--- config.mk ---
export PLATFORM = sky130hd
export DESIGN_NAME = transposed_convolution_layer
export DESIGN_NICKNAME = d
export VERILOG_FILES = /design/src/rtl/transposed_convolution_layer.sv
export SDC_FILE = /design/constraint.sdc
export NUM_CORES = 2
export LEC_CHECK = 0
export BUFFER_PORTS_ARGS = -buffer_cell sky130_fd_sc_hd__buf_2
export CAP_MARGIN = 15
export CORE_UTILIZATION = 45
export CTS_BUF_LIST = sky130_fd_sc_hd__clkbuf_8
export DETAILED_ROUTE_END_ITERATION = 8
export HOLD_SLACK_MARGIN = 0.06
export SLEW_MARGIN = 20
export SYNTH_ARGS = -nofsm -noshare
export SYNTH_HDL_FRONTEND = slang
export SYNTH_SLANG_ARGS = --single-unit
--- constraint.sdc ---
create_clock -name clk -period 9.9 [get_ports clk]
set_input_delay 0.99 -clock clk [delete_from_list [all_inputs] [get_ports clk]]
set_output_delay 0.99 -clock clk [all_outputs]
set_load 0.03 [all_outputs]
--- src/rtl/transposed_convolution_layer.sv ---
// Stride-1 single-channel 2D transposed convolution: each pixel scatters pixel*kernel into an OUT_W x OUT_H accumulator map.
// Latency: K*K scatter cycles per accepted pixel; the map drains in raster order after the last pixel of a frame.
// Backpressure: in_ready low while scattering or draining; the drain holds out_data/out_last while out_ready is low.
// Optional macro TRANSPOSED_CONV_RELU_EN clamps negative drained values to zero (stored accumulators unaffected).
module transposed_convolution_layer #(
    parameter int DATA_WIDTH  = 8,
    parameter int KERNEL_SIZE = 3,
    parameter int IN_W        = 4,
    parameter int IN_H        = 4,
    parameter int ACC_WIDTH   = 20
) (
    input  logic                                       clk,
    input  logic                                       rst,
    input  logic                                       k_we,
    input  logic [$clog2(KERNEL_SIZE*KERNEL_SIZE)-1:0] k_addr,
    input  logic [DATA_WIDTH-1:0]                      k_data,
    input  logic                                       in_valid,
    output logic                                       in_ready,
    input  logic [DATA_WIDTH-1:0]                      in_data,
    output logic                                       out_valid,
    input  logic                                       out_ready,
    output logic [ACC_WIDTH-1:0]                       out_data,
    output logic                                       out_last,
    output logic                                       busy,
    output logic                                       frame_done
);
    localparam int K     = KERNEL_SIZE;
    localparam int KK    = K * K;
    localparam int OUT_W = IN_W + K - 1;
    localparam int OUT_H = IN_H + K - 1;
    localparam int NOUT  = OUT_W * OUT_H;
    localparam int KAW   = $clog2(KK);
    localparam int IDXW  = $clog2(NOUT);
    localparam int TW    = $clog2(K + 1);
    localparam int RW    = $clog2(IN_H + 1);
    localparam int CW    = $clog2(IN_W + 1);
    localparam int PW    = 2 * DATA_WIDTH;

    typedef enum logic [1:0] {S_IDLE, S_SCATTER, S_DRAIN} state_t;

    state_t                        state_q, state_d;
    logic signed [DATA_WIDTH-1:0]  w_q [KK];
    logic signed [DATA_WIDTH-1:0]  w_d [KK];
    logic signed [DATA_WIDTH-1:0]  wk_q [KK];
    logic signed [DATA_WIDTH-1:0]  wk_d [KK];
    logic signed [ACC_WIDTH-1:0]   acc_q [NOUT];
    logic signed [ACC_WIDTH-1:0]   acc_d [NOUT];
    logic signed [DATA_WIDTH-1:0]  pix_q, pix_d;
    logic [RW-1:0]                 px_row_q, px_row_d, in_row_q, in_row_d;
    logic [CW-1:0]                 px_col_q, px_col_d, in_col_q, in_col_d;
    logic                          last_px_q, last_px_d;
    logic [TW-1:0]                 kr_q, kr_d, kc_q, kc_d;
    logic [IDXW-1:0]               idx_q, idx_d;
    logic                          busy_q, busy_d;
    logic                          frame_done_q, frame_done_d;

    logic [KAW-1:0]                tap;
    logic [IDXW-1:0]               scat_addr;
    logic signed [PW-1:0]          prod;
    logic signed [ACC_WIDTH-1:0]   prod_ext;
    logic [ACC_WIDTH-1:0]          drain_val;

    // Scatter datapath: current tap's target cell and the sign-extended product.
    always_comb begin
        tap       = KAW'(32'(kr_q) * K + 32'(kc_q));
        scat_addr = IDXW'((32'(px_row_q) + 32'(kr_q)) * OUT_W + 32'(px_col_q) + 32'(kc_q));
        prod      = pix_q * wk_q[tap];
        prod_ext  = {{(ACC_WIDTH - PW){prod[PW-1]}}, prod};
`ifdef TRANSPOSED_CONV_RELU_EN
        drain_val = acc_q[idx_q][ACC_WIDTH-1] ? '0 : acc_q[idx_q];
`else
        drain_val = acc_q[idx_q];
`endif
    end

    // Next-state logic for the IDLE / SCATTER / DRAIN controller and all datapath state.
    always_comb begin
        state_d      = state_q;
        w_d          = w_q;
        wk_d         = wk_q;
        acc_d        = acc_q;
        pix_d        = pix_q;
        px_row_d     = px_row_q;
        px_col_d     = px_col_q;
        in_row_d     = in_row_q;
        in_col_d     = in_col_q;
        last_px_d    = last_px_q;
        kr_d         = kr_q;
        kc_d         = kc_q;
        idx_d        = idx_q;
        busy_d       = busy_q;
        frame_done_d = 1'b0;
        case (state_q)
            S_IDLE: begin
                // Weights only change between frames; a frame works from a snapshot taken at its first pixel,
                // so a write coinciding with that pixel lands in w_q but not in the snapshot.
                if (k_we && !busy_q && (32'(k_addr) < KK)) begin
                    w_d[k_addr] = k_data;
                end
                if (in_valid) begin
                    pix_d     = in_data;
                    px_row_d  = in_row_q;
                    px_col_d  = in_col_q;
                    last_px_d = (in_row_q == RW'(IN_H - 1)) && (in_col_q == CW'(IN_W - 1));
                    if (in_col_q == CW'(IN_W - 1)) begin
                        in_col_d = '0;
                        in_row_d = in_row_q + 1'b1;
                    end else begin
                        in_col_d = in_col_q + 1'b1;
                    end
                    if (!busy_q) begin
                        wk_d = w_q;
                    end
                    busy_d  = 1'b1;
                    kr_d    = '0;
                    kc_d    = '0;
                    state_d = S_SCATTER;
                end
            end
            S_SCATTER: begin
                acc_d[scat_addr] = acc_q[scat_addr] + prod_ext;
                if (kc_q == TW'(K - 1)) begin
                    kc_d = '0;
                    if (kr_q == TW'(K - 1)) begin
                        kr_d    = '0;
                        idx_d   = '0;
                        state_d = last_px_q ? S_DRAIN : S_IDLE;
                    end else begin
                        kr_d = kr_q + 1'b1;
                    end
                end else begin
                    kc_d = kc_q + 1'b1;
                end
            end
            S_DRAIN: begin
                // Clearing on read leaves the map all-zero for the next frame.
                if (out_ready) begin
                    acc_d[idx_q] = '0;
                    if (idx_q == IDXW'(NOUT - 1)) begin
                        idx_d        = '0;
                        in_row_d     = '0;
                        in_col_d     = '0;
                        busy_d       = 1'b0;
                        frame_done_d = 1'b1;
                        state_d      = S_IDLE;
                    end else begin
                        idx_d = idx_q + 1'b1;
                    end
                end
            end
            default: state_d = S_IDLE;
        endcase
    end

    // State registers with synchronous reset clearing weights, accumulators and counters.
    always_ff @(posedge clk) begin
        if (rst) begin
            state_q      <= S_IDLE;
            pix_q        <= '0;
            px_row_q     <= '0;
            px_col_q     <= '0;
            in_row_q     <= '0;
            in_col_q     <= '0;
            last_px_q    <= 1'b0;
            kr_q         <= '0;
            kc_q         <= '0;
            idx_q        <= '0;
            busy_q       <= 1'b0;
            frame_done_q <= 1'b0;
            for (int i = 0; i < KK; i++) begin
                w_q[i]  <= '0;
                wk_q[i] <= '0;
            end
            for (int i = 0; i < NOUT; i++) begin
                acc_q[i] <= '0;
            end
        end else begin
            state_q      <= state_d;
            pix_q        <= pix_d;
            px_row_q     <= px_row_d;
            px_col_q     <= px_col_d;
            in_row_q     <= in_row_d;
            in_col_q     <= in_col_d;
            last_px_q    <= last_px_d;
            kr_q         <= kr_d;
            kc_q         <= kc_d;
            idx_q        <= idx_d;
            busy_q       <= busy_d;
            frame_done_q <= frame_done_d;
            w_q          <= w_d;
            wk_q         <= wk_d;
            acc_q        <= acc_d;
        end
    end

    // Port outputs decoded from the current state.
    always_comb begin
        in_ready   = (state_q == S_IDLE);
        out_valid  = (state_q == S_DRAIN);
        out_data   = out_valid ? drain_val : '0;
        out_last   = out_valid && (idx_q == IDXW'(NOUT - 1));
        busy       = busy_q;
        frame_done = frame_done_q;
    end
endmodule

==> impl_results.md <==
- Status: finished clean
- Final core occ: 51.07%
- Clk_skew: 0.03961 ns
- Setup WS pre-CTS: 0.06725 ns
- Final hold vios: 0
- Clock buffer depth: 3
- Worst slew margin: 16.51%
- Clk_lat worst skew: 0.86 ns
- Synth top area cells: dfxtp_1 40%, a22oi_1 15%, nor2_1 6.9%
- WS Path Type: reg -> reg
- Pleak: 0.01785 uW
- Synth Cell Area: 44700 sq um
- Placer Congestion: 0.9782
- Maxcap violations: 0
- Core area: 98420 sq um
- Remaining Overflow, GRT: 0
- First-pass GRT wire length: 284.1 mm
- Mapped Cells: 5208
- Fillers: 9480
- TritonCTS buffer count: 157
- Clock net sink count: 899
- Number of enable flip-flop cells after synthesis: 0
- Layout cells sized above 1: 12.27%
- CTS Hold Buffers Added: 0
- CP endpoint kind: flip-flop
- Number of global-route vias before repair: 42525
- Clock root buffer: clkbuf_8
- Yosys reg bits: 899
- GR Util All Layers: 37.80%
- Synth async-reset ratio: 0%
- Post-Syn Area per Cell: 8.583 sq um
- Initial antenna violation count: 7
- Final slew viol count: 0
- Reg2Reg Launch Point: kr_q[0]
- CTS tree: done
- Drc violations: 0
- Multi-input gate area: 24890 sq um
- Die Y: 317.2 um
- Drt pass-1 iters: 7
- Post-route ant nets: 0
- Port Buffer Count: 49
- Die Footprint: 100600 sq um
- Tmin final: 9.522 ns
- CP Data Required Time: 10.65 ns
- CTS H-tree lvls: 4
- Slowest cell on crit path: fa_2
- Cell count after placement: 6224
- Most area-hungry cell type in the Yosys netlist: dfxtp_1
- Number of cell rows: 115
- Sum Neg Setup Slack: 0 ns
- Worst hold path class: in -> reg
- Worst slew pin tran: 1.248 ns
- Clk pin slew, worst setup/hold paths: 0.07 ns
- Die X-Extent: 317.2 um
- Iter 0 DRT Violations: 7823
- Area growth syn-to-layout: 12.44%
- Largest net degree at the start of global routing: 211
- Syn Nets: 5392
- FF/Latch Area: 18000 sq um
- Starting Density: 45.42%
- Slowest cell delay on critical path: 0.69 ns
- Post-DP HPWL: 120.4 mm
- Final Non-Filler Cells: 6515
- Most used flip-flop cell after synthesis: dfxtp_1
- Per-cell routed wire length: 30.07 um
- Fmax: 0.1050 GHz
- Critical Path Start: kr_q[0]
- Top cell type's share of synthesized area: 40.26%
- Commonest non-fill, non-tap cell in the layout: dfxtp_1
- Startpoint Class: flip-flop
- Most frequent cells in the layout: 896 x dfxtp_1, 889 x a22oi_1, 806 x nor2_1, 318 x nand2_1, 199 x clkbuf_8
- Arr. time, crit path: 10.27 ns
- PwrDens: 159.0 nW/um^2
- Final WS setup: 0.3784 ns
- Hold Path Origin: in_data[6]
- Worst Path Max Fanout: 23
- Vias post-DR: 45802
- Ports: 50
- Unique cell type count in the Yosys netlist: 74
- RSZ-0062 raised after global routing: no
- Vias per cell: 7.030
- WL final: 195.9 mm
- Final worst-path cycle share: 96.18%
- # nets final: 5286
- Sequential area share after synthesis: 40.26%
- Setup-failing EPs final: 0
- Worst vdd ir: 0.1301 mV
- Synth warn: 0
[per-stage QoR]
| step | instance area (sq um) | hold slack, ns | total power [uW] |
|---|---|---|---|
| floorplan | 44700 | 0.4312 | 4182 |
| global placement | 46950 | 0.4358 | 4520 |
| detailed placement | 46960 | 0.4417 | 4520 |
| CTS | 50130 | 0.3052 | 7972 |
| global route | 50260 | 0.3440 | 8186 |
| finish | 50260 | 0.3749 | 7990 |
[registers in the layout, summed over array words and instances, names as in the netlist, 3 cells and up]
| signal | cells |
|---|---|
| pix_q | 8 |
| px_row_q | 3 |
| wk_q | 72 |
| px_col_q | 3 |
| acc_q | 720 |
| in_row_q | 3 |
| in_col_q | 3 |
| w_q | 72 |
| idx_q | 6 |
[synth_stat cells (all sizes together) (13+ instances only)]
cell	number
nor2	832
nand2	326
nand3	132
fa	94
o311ai	19
a22o	74
a32o	37
and2	34
or4	21
o41ai	23
a32oi	99
mux4	16
a21oi	198
nand4	126
nor4	14
mux2i	77
buf	64
a221oi	80
nor2b	28
nor3	35
dfxtp	899
inv	110
clkbuf	463
o21ai	60
o22ai	180
nand2b	14
o31ai	18
a211oi	20
ha	65
a22oi	897
o211ai	13
[per-layer routing]
metal | routed length [um] | global-route usage, % | part of all wire (%)
met5 | 92 | 0.1894 | 0.047
met4 | 13440 | 24.61 | 6.9
met3 | 27510 | 11.71 | 14
met2 | 79790 | 53.12 | 41
met1 | 75070 | 49.77 | 38
[path summary, 6_finish.rpt]
kind / endpoint / slack [ns] / cells after the start
worst max-delay path: acc_q[259] / 0.38 / 31
worst min-delay path: pix_q[6] / 0.37 / 3
worst max register to register: acc_q[259] / 0.38 / 31
worst min register to register: wk_q[4] / 0.45 / 2
[power by group]
part	internal, uW	switching (uW)
combinational	207	619
clock	1860	1660
sequential	3630	16.0
total	5700	2290
[worst max-delay path: cells and delay by family (launching register included)]
family,cells,cell delay [ns]
flip-flops,1,0.35
XOR/XNOR,1,0.37
buffers and inverters,7,1.05
AND/OR/NAND/NOR,5,1.00
adder cells (fa/ha/maj),11,4.83
AO/OA/AOI/OAI,7,1.79
[area by class of cell]
type                       count  share of cell area [%]
inverter                     110                  0.8264
antenna                        5                 0.02489
timing repair buffer         262                   4.301
tap                         1287                   3.204
sequential                   899                   35.81
multi-input combinational   3672                   49.51
clock buffer                 199                   5.449
clock inverter                81                  0.8713
[timing repair]
| action | in CTS | in global routing |
|---|---|---|
| resized for setup | 0 | 9 |
| hold endpoints to repair | 0 | 0 |
| buffers inserted | 0 | 5 |
| setup endpoints to repair | 0 | 360 |
[cell families after synthesis]
family / count (synthesis) / synth area share, %
adders and majority gates: 159 / 6.029
xor gates and xnor gates: 21 / 0.5262
DFF: 899 / 40.26
and+or+nand+nor: 1603 / 15.79
AOI/OAI and AO/OA: 1793 / 29.42
muxes: 96 / 2.606
buffers and inverters: 637 / 5.366
No activity file was read; power rests on OpenSTA's default activity.
